===== src/rtl/rv_test_sequencer_if.sv =====
// Descriptor, core-control and data-memory signals between the test sequencer
// and the core-plus-memory harness.
interface rv_test_sequencer_if #(
   parameter int TEST_W = 3,
   parameter int CNT_W  = 16,
   parameter int ADDR_W = 32,
   parameter int DATA_W = 32
);
   logic [TEST_W-1:0] desc_idx;
   logic [CNT_W-1:0]  desc_cycles;
   logic [ADDR_W-1:0] desc_addr;
   logic [DATA_W-1:0] desc_expected;
   logic              core_rst_n;
   logic              core_halt;
   logic              mem_rd_en;
   logic [ADDR_W-1:0] mem_addr;
   logic [DATA_W-1:0] mem_rdata;

   modport master (
      output desc_idx, core_rst_n, mem_rd_en, mem_addr,
      input  desc_cycles, desc_addr, desc_expected, core_halt, mem_rdata
   );

   modport slave (
      input  desc_idx, core_rst_n, mem_rd_en, mem_addr,
      output desc_cycles, desc_addr, desc_expected, core_halt, mem_rdata
   );
endinterface


===== src/rtl/rv_test_sequencer.sv =====
// On-chip regression sequencer: resets the core, runs it for a bounded time,
// reads one result word and accumulates pass/fail/timeout status per test.
module rv_test_sequencer #(
   parameter int  NUM_TESTS    = 8,
   parameter int  DATA_W       = 32,
   parameter int  ADDR_W       = 32,
   parameter int  CNT_W        = 16,
   parameter int  RESET_CYCLES = 4,
   localparam int TEST_W       = (NUM_TESTS > 1) ? $clog2(NUM_TESTS) : 1
) (
   input  logic                 clk,
   input  logic                 rst_n,
   input  logic                 start,
   input  logic                 abort,
   rv_test_sequencer_if.master  bus,
   output logic                 busy,
   output logic                 done,
   output logic [TEST_W-1:0]    cur_test,
   output logic [TEST_W:0]      pass_cnt,
   output logic [TEST_W:0]      fail_cnt,
   output logic [NUM_TESTS-1:0] fail_mask,
   output logic [NUM_TESTS-1:0] timeout_mask
);

   localparam int RC_W = (RESET_CYCLES > 1) ? $clog2(RESET_CYCLES) : 1;

   typedef enum logic [2:0] {
      S_IDLE, S_RESET, S_RUN, S_READ, S_CHECK, S_DONE
   } state_t;

   state_t            state_q, state_d;
   logic [RC_W-1:0]   rst_cnt;
   logic [CNT_W-1:0]  run_cnt;
   logic [CNT_W-1:0]  lat_cycles;
   logic [ADDR_W-1:0] lat_addr;
   logic [DATA_W-1:0] lat_expected;
   logic              timed_out;

   logic rst_last, budget_hit, last_test, start_ok, test_pass;

   assign rst_last   = (rst_cnt == RC_W'(RESET_CYCLES - 1));
   assign budget_hit = (lat_cycles != '0) && (run_cnt == lat_cycles - 1'b1);
   assign last_test  = (cur_test == TEST_W'(NUM_TESTS - 1));
   assign start_ok   = start && !abort && (state_q == S_IDLE || state_q == S_DONE);
   assign test_pass  = (bus.mem_rdata == lat_expected) && !timed_out;

   assign bus.desc_idx = cur_test;
   assign bus.mem_addr = lat_addr;

   // NOTE: sequential state uses non-blocking assignments so every register
   // samples pre-edge values regardless of statement order.
   always_ff @(posedge clk or negedge rst_n) begin
      if (!rst_n) state_q <= S_IDLE;
      else        state_q <= state_d;
   end

   // NOTE: every output of this block gets a default first, so no path
   // through the case statement can infer a latch.
   always_comb begin
      state_d        = state_q;
      bus.core_rst_n = 1'b0;
      bus.mem_rd_en  = 1'b0;
      busy           = 1'b1;
      done           = 1'b0;
      unique case (state_q)
         S_IDLE: begin
            busy = 1'b0;
            if (start) state_d = S_RESET;
         end
         S_RESET: if (rst_last) state_d = S_RUN;
         S_RUN: begin
            bus.core_rst_n = 1'b1;
            if (bus.core_halt || budget_hit) state_d = S_READ;
         end
         S_READ: begin
            bus.mem_rd_en = 1'b1;
            state_d       = S_CHECK;
         end
         S_CHECK: state_d = last_test ? S_DONE : S_RESET;
         S_DONE: begin
            busy = 1'b0;
            done = 1'b1;
            if (start) state_d = S_RESET;
         end
         default: state_d = S_IDLE;
      endcase
      if (abort) state_d = S_IDLE;
   end

   always_ff @(posedge clk or negedge rst_n) begin
      if (!rst_n) begin
         rst_cnt      <= '0;
         run_cnt      <= '0;
         lat_cycles   <= '0;
         lat_addr     <= '0;
         lat_expected <= '0;
         timed_out    <= 1'b0;
         cur_test     <= '0;
         pass_cnt     <= '0;
         fail_cnt     <= '0;
         fail_mask    <= '0;
         timeout_mask <= '0;
      end else begin
         rst_cnt <= (state_q == S_RESET) ? rst_cnt + 1'b1 : '0;
         run_cnt <= (state_q == S_RUN)   ? run_cnt + 1'b1 : '0;

         // desc_idx only shows the new cur_test once RESET has been entered,
         // so the descriptor is captured during the first RESET cycle.
         if (state_q == S_RESET && rst_cnt == '0) begin
            lat_cycles   <= bus.desc_cycles;
            lat_addr     <= bus.desc_addr;
            lat_expected <= bus.desc_expected;
         end

         // Halt takes priority: a coincident budget expiry is not a timeout.
         if (state_q == S_RUN) timed_out <= budget_hit && !bus.core_halt;

         if (start_ok) begin
            cur_test     <= '0;
            pass_cnt     <= '0;
            fail_cnt     <= '0;
            fail_mask    <= '0;
            timeout_mask <= '0;
         end else if (state_q == S_CHECK && !abort) begin
            if (test_pass) begin
               pass_cnt <= pass_cnt + 1'b1;
            end else begin
               fail_cnt            <= fail_cnt + 1'b1;
               fail_mask[cur_test] <= 1'b1;
            end
            if (timed_out) timeout_mask[cur_test] <= 1'b1;
            if (!last_test) cur_test <= cur_test + 1'b1;
         end
      end
   end

endmodule

===== src/flat_wrapper.sv =====
// flat-port wrapper written by rule: the top's interface ports become plain ports
module rv_test_sequencer_flat 
#(
   parameter int  NUM_TESTS    = 8,
   parameter int  DATA_W       = 32,
   parameter int  ADDR_W       = 32,
   parameter int  CNT_W        = 16,
   parameter int  RESET_CYCLES = 4,
   localparam int TEST_W       = (NUM_TESTS > 1) ? $clog2(NUM_TESTS) : 1
)
  (clk, rst_n, start, abort, busy, done, cur_test, pass_cnt, fail_cnt, fail_mask, timeout_mask, bus_desc_idx, bus_core_rst_n, bus_mem_rd_en, bus_mem_addr, bus_desc_cycles, bus_desc_addr, bus_desc_expected, bus_core_halt, bus_mem_rdata);
  rv_test_sequencer_if #(.CNT_W(CNT_W), .ADDR_W(ADDR_W), .DATA_W(DATA_W)) bus_i ();
  input  logic clk;
  input  logic rst_n;
  input  logic start;
  input  logic abort;
  output logic busy;
  output logic done;
  output logic [TEST_W-1:0] cur_test;
  output logic [TEST_W:0] pass_cnt;
  output logic [TEST_W:0] fail_cnt;
  output logic [NUM_TESTS-1:0] fail_mask;
  output logic [NUM_TESTS-1:0] timeout_mask;
  output wire logic [$bits(bus_i.desc_idx)-1:0] bus_desc_idx;
  output wire logic [$bits(bus_i.core_rst_n)-1:0] bus_core_rst_n;
  output wire logic [$bits(bus_i.mem_rd_en)-1:0] bus_mem_rd_en;
  output wire logic [$bits(bus_i.mem_addr)-1:0] bus_mem_addr;
  input wire logic [$bits(bus_i.desc_cycles)-1:0] bus_desc_cycles;
  input wire logic [$bits(bus_i.desc_addr)-1:0] bus_desc_addr;
  input wire logic [$bits(bus_i.desc_expected)-1:0] bus_desc_expected;
  input wire logic [$bits(bus_i.core_halt)-1:0] bus_core_halt;
  input wire logic [$bits(bus_i.mem_rdata)-1:0] bus_mem_rdata;
  assign bus_desc_idx = bus_i.desc_idx;
  assign bus_core_rst_n = bus_i.core_rst_n;
  assign bus_mem_rd_en = bus_i.mem_rd_en;
  assign bus_mem_addr = bus_i.mem_addr;
  assign bus_i.desc_cycles = bus_desc_cycles;
  assign bus_i.desc_addr = bus_desc_addr;
  assign bus_i.desc_expected = bus_desc_expected;
  assign bus_i.core_halt = bus_core_halt;
  assign bus_i.mem_rdata = bus_mem_rdata;
  rv_test_sequencer #(.NUM_TESTS(NUM_TESTS), .DATA_W(DATA_W), .ADDR_W(ADDR_W), .CNT_W(CNT_W), .RESET_CYCLES(RESET_CYCLES)) u_core (.clk(clk), .rst_n(rst_n), .start(start), .abort(abort), .bus(bus_i), .busy(busy), .done(done), .cur_test(cur_test), .pass_cnt(pass_cnt), .fail_cnt(fail_cnt), .fail_mask(fail_mask), .timeout_mask(timeout_mask));
endmodule

===== config.mk =====
export PLATFORM = sky130hd
export DESIGN_NAME = rv_test_sequencer_flat
export DESIGN_NICKNAME = d
export VERILOG_FILES = /design/src/rtl/rv_test_sequencer_if.sv /design/src/rtl/rv_test_sequencer.sv /design/src/flat_wrapper.sv
export SDC_FILE = /design/constraint.sdc
export NUM_CORES = 1
export LEC_CHECK = 0
export BUFFER_PORTS_ARGS = -buffer_cell sky130_fd_sc_hd__buf_2
export CELL_PAD_IN_SITES_DETAIL_PLACEMENT = 2
export CELL_PAD_IN_SITES_GLOBAL_PLACEMENT = 2
export CORE_UTILIZATION = 33
export DETAILED_ROUTE_END_ITERATION = 10
export GPL_TIMING_DRIVEN = 0
export PLACE_DENSITY_LB_ADDON = 0.05
export SLEW_MARGIN = 10
export SYNTH_ARGS = -nofsm -noshare
export SYNTH_HDL_FRONTEND = slang
export SYNTH_SLANG_ARGS = --single-unit
export TNS_END_PERCENT = 100

===== constraint.sdc =====
create_clock -name clk -period 2.55 [get_ports clk]
set_input_delay 0.51 -clock clk [delete_from_list [all_inputs] [get_ports clk]]
set_output_delay 0.51 -clock clk [all_outputs]
set_load 0.02 [all_outputs]

==> run summary <==
via count: 4836
htree depth: 4
Hold Path Class: input pin to asynchronous set/reset pin
vias in the first global route: 5640
final hold vios: 0
Mapped Nets: 646
cell chosen for the clock root: clkbuf_16
cell-internal power: 5.28 mW
clock share of power: 0.321
Synth Area in Simple Gates: 0.122
xor and xnor area share after synthesis: 0.0942
drt drc: 30
Die Ht: 138 um
post-synthesis mux area share: 0.158
Max Cap Viol: 0
endpoints failing setup: 0
Async S/R FF share, synth: 1.00
Gate Count Post-Synth: 520
GP Congestion: 0.767
All-Layer GR Usage: 0.212
Fmax: 0.409 GHz
prevailing post-synth register cell: dfrtp_1
gr ovfl total: 0
number of I/O pins: 183
post-synth top area share: 0.526
Placeable Area: 18100 sq um
clock slew at reported path FFs: 60 ps
routed length per instance: 19.5 um
post-DP HPWL: 13.9 mm
CTS sink cnt: 129
Yosys cell types: 49
Post-synth EDFFs: 0
post-synthesis sequential area ratio: 0.526
Setup CP Type: register to register
Util after Layout: 0.444
Synth-to-Final Area Change: 30.9%
Die ar.: 19200 sq um
adder-cell area share of the yosys netlist: 0.0183
max-slew violations: 0
failing checks: design-rule violations
switching power: 2.68 mW
Synth Area per Inst: 11.8 sq um
Slew @ Worst Pin: 587 ps
initial antenna violation count: 5
Net Sw Frac: 0.337
CP Data Required Time: 2900 ps
compound-gate portion of the synthesized area: 0.0575
largest net degree at the start of global routing: 78
Initial Util: 0.339
worst skew pair latency: 420 ps
pwr/cell area: 991 nW/um^2
largest cells by area after synthesis: dfrtp_1 53%, mux2_2 14%, xor2_1 5.8%, xnor2_1 3.6%, nor2_1 2.7%
drt initial violations: 148
VDD IR max: 0.531 mV
Synth area leader: dfrtp_1
hold slack final: 39.3 ps
minimum clock period: 2440 ps
final period utilization: 0.958
Seq cells post-synth: 129
port bufs: 182
Reg power frac: 0.390
setup TNS: 0 ps
Logic pwr share: 0.289
Die Wd: 138 um
vias per inst: 5.01
Worst setup EP type: register
share of cells above drive strength 1: 0.431
synth warn: 0
Max-slew headroom: 0.606
CP max FO: 8
CTS Buf Count: 17
Pleak: 3.77 nW
Post-Route WL: 18.8 mm
crit path DAT: 2790 ps
largest family of logic cells by synthesized area: multiplexers
synthesized cell area: 6140 sq um
Layout Nets: 846
number of fill cells: 1916
Worst Skew: 7.96 ps
row count: 49
1st-pass router iterations: 7
Max Root-Sink Buffers: 2
first-pass GRT wire length: 31.0 mm
startpoint class of the critical path: register
Antenna Violating Nets Remaining: 0
most frequent cells after synthesis: 129 x dfrtp_1, 78 x mux2_2, 44 x nor2_1, 41 x xor2_1, 25 x xnor2_1
status: finished, violations left
CTS tree: built
most numerous cell in the Yosys netlist: dfrtp_1
==> per-stage QoR <==
stage	total power [mW]	cell area [sq um]	instances	worst slack [ps]
after detailed placement	5.38	7380	932	-370
after CTS	8.04	8000	962	18.1
final	7.96	8030	965	106
after global routing	8.39	8030	964	-9.84
after global placement	5.24	7340	931	-898
after floorplan	4.56	6140	520	234
==> state kept, by name, indices dropped and copies added (netlist names), 4 cells and up <==
| name | count |
|---|---|
| u_core.lat_cycles | 16 |
| u_core.bus.mem_addr | 32 |
| u_core.fail_mask | 8 |
| u_core.run_cnt | 16 |
| u_core.timeout_mask | 8 |
| u_core.lat_expected | 32 |
| u_core.pass_cnt | 4 |
| u_core.fail_cnt | 4 |
==> final cells by class <==
cell class                      count  area [sq um]  share of cell area
Inverter                           13          48.8             0.00607
Tap cell                          229           287              0.0357
Buffer                             19          92.6              0.0115
Antenna cell                        3          7.51            0.000934
Clock inverter                     14           180              0.0224
Multi-Input combinational cell    357          2810               0.350
Clock buffer                       18           429              0.0534
Timing Repair Buffer              183           945               0.118
Sequential cell                   129          3230               0.402
==> logic make-up (layout without fill, tap and decap cells) <==
| kind of cell | after synthesis | after routing |
|---|---|---|
| AND/OR/NAND/NOR | 145 | 145 |
| flip-flops | 129 | 129 |
| multiplexers | 87 | 87 |
| XOR/XNOR | 66 | 66 |
| AO/OA/AOI/OAI | 50 | 50 |
| buffers and inverters | 34 | 247 |
| adder cells (fa/ha/maj) | 9 | 9 |
| other | 0 | 3 |
==> final timing paths <==
kind                                                        from                                   to  slack [ps]  depth (start not counted)
worst min-delay path                                       rst_n      u_core.fail_mask[6]$_DFFE_PN0P_          40                          1
worst min register to register       u_core.rst_cnt[0]$_DFF_PN0_          u_core.rst_cnt[0]$_DFF_PN0_         490                          1
min in group clk                                           abort        u_core.state_q[2]$_DFFE_PN0P_         310                          2
worst max-delay path            u_core.lat_cycles[2]$_DFFE_PN0P_         u_core.timed_out$_DFFE_PN0P_         110                          6
max in group asynchronous                                  rst_n  u_core.bus.mem_addr[31]$_DFFE_PN0P_        1740                          2
worst max register to register  u_core.lat_cycles[2]$_DFFE_PN0P_         u_core.timed_out$_DFFE_PN0P_         110                          6
==> placed cells by master, fill, tap and decap left out, types with 3 or more instances in the layout <==
| master | count |
|---|---|
| dfrtp_2 | 3 |
| nor2b_1 | 6 |
| nand4_1 | 8 |
| nor3_1 | 5 |
| and3_1 | 7 |
| nand3_1 | 16 |
| a21oi_1 | 12 |
| diode_2 | 3 |
| nand2b_1 | 3 |
| nor4_1 | 9 |
| bufinv_16 | 3 |
| mux2_2 | 78 |
| and2_1 | 4 |
| xnor2_1 | 25 |
| o21ai_0 | 8 |
| inv_6 | 4 |
| nor2_1 | 44 |
| clkbuf_16 | 17 |
| a211oi_1 | 3 |
| a22o_1 | 3 |
| a31oi_1 | 4 |
| xor2_1 | 41 |
| clkinv_4 | 4 |
| a32o_1 | 6 |
| mux2i_1 | 9 |
| buf_2 | 188 |
| inv_1 | 13 |
| clkbuf_1 | 9 |
| buf_4 | 3 |
| nand2_1 | 21 |
| ha_1 | 9 |
| dfrtp_1 | 126 |
==> per-layer routing <==
metal,routed length [um],global-route usage,share of wire
met1,7550,0.234,0.40
met2,9640,0.374,0.51
met3,1330,0.0703,0.071
met4,259,0.0846,0.014
met5,8,0,0.00043
==> power groups by stage <==
stage                     Clock [mW]  Combinational, mW  Sequential (mW)
after floorplan                    0               1.27             3.29
final                           2.55               2.30             3.11
after CTS                       2.61               2.32             3.11
after global placement             0               2.17             3.07
after detailed placement           0               2.27             3.11
after global routing            2.68               2.51             3.20
==> critical path: stages (launching register included) <==
cell and delay (ps):
dfrtp_2 460, or3_1 430, or3_4 410, a2111oi_4 370, nand4_1 160, or4_1 420, o21ai_1 120
==> repair_timing <==
item	in CTS	in global routing
endpoints found under the setup margin	86	9
resized for setup	3	8
pin swaps	0	1
setup buffers	0	0
hold buffers	0	0
Power figures use the tool's default switching activity.
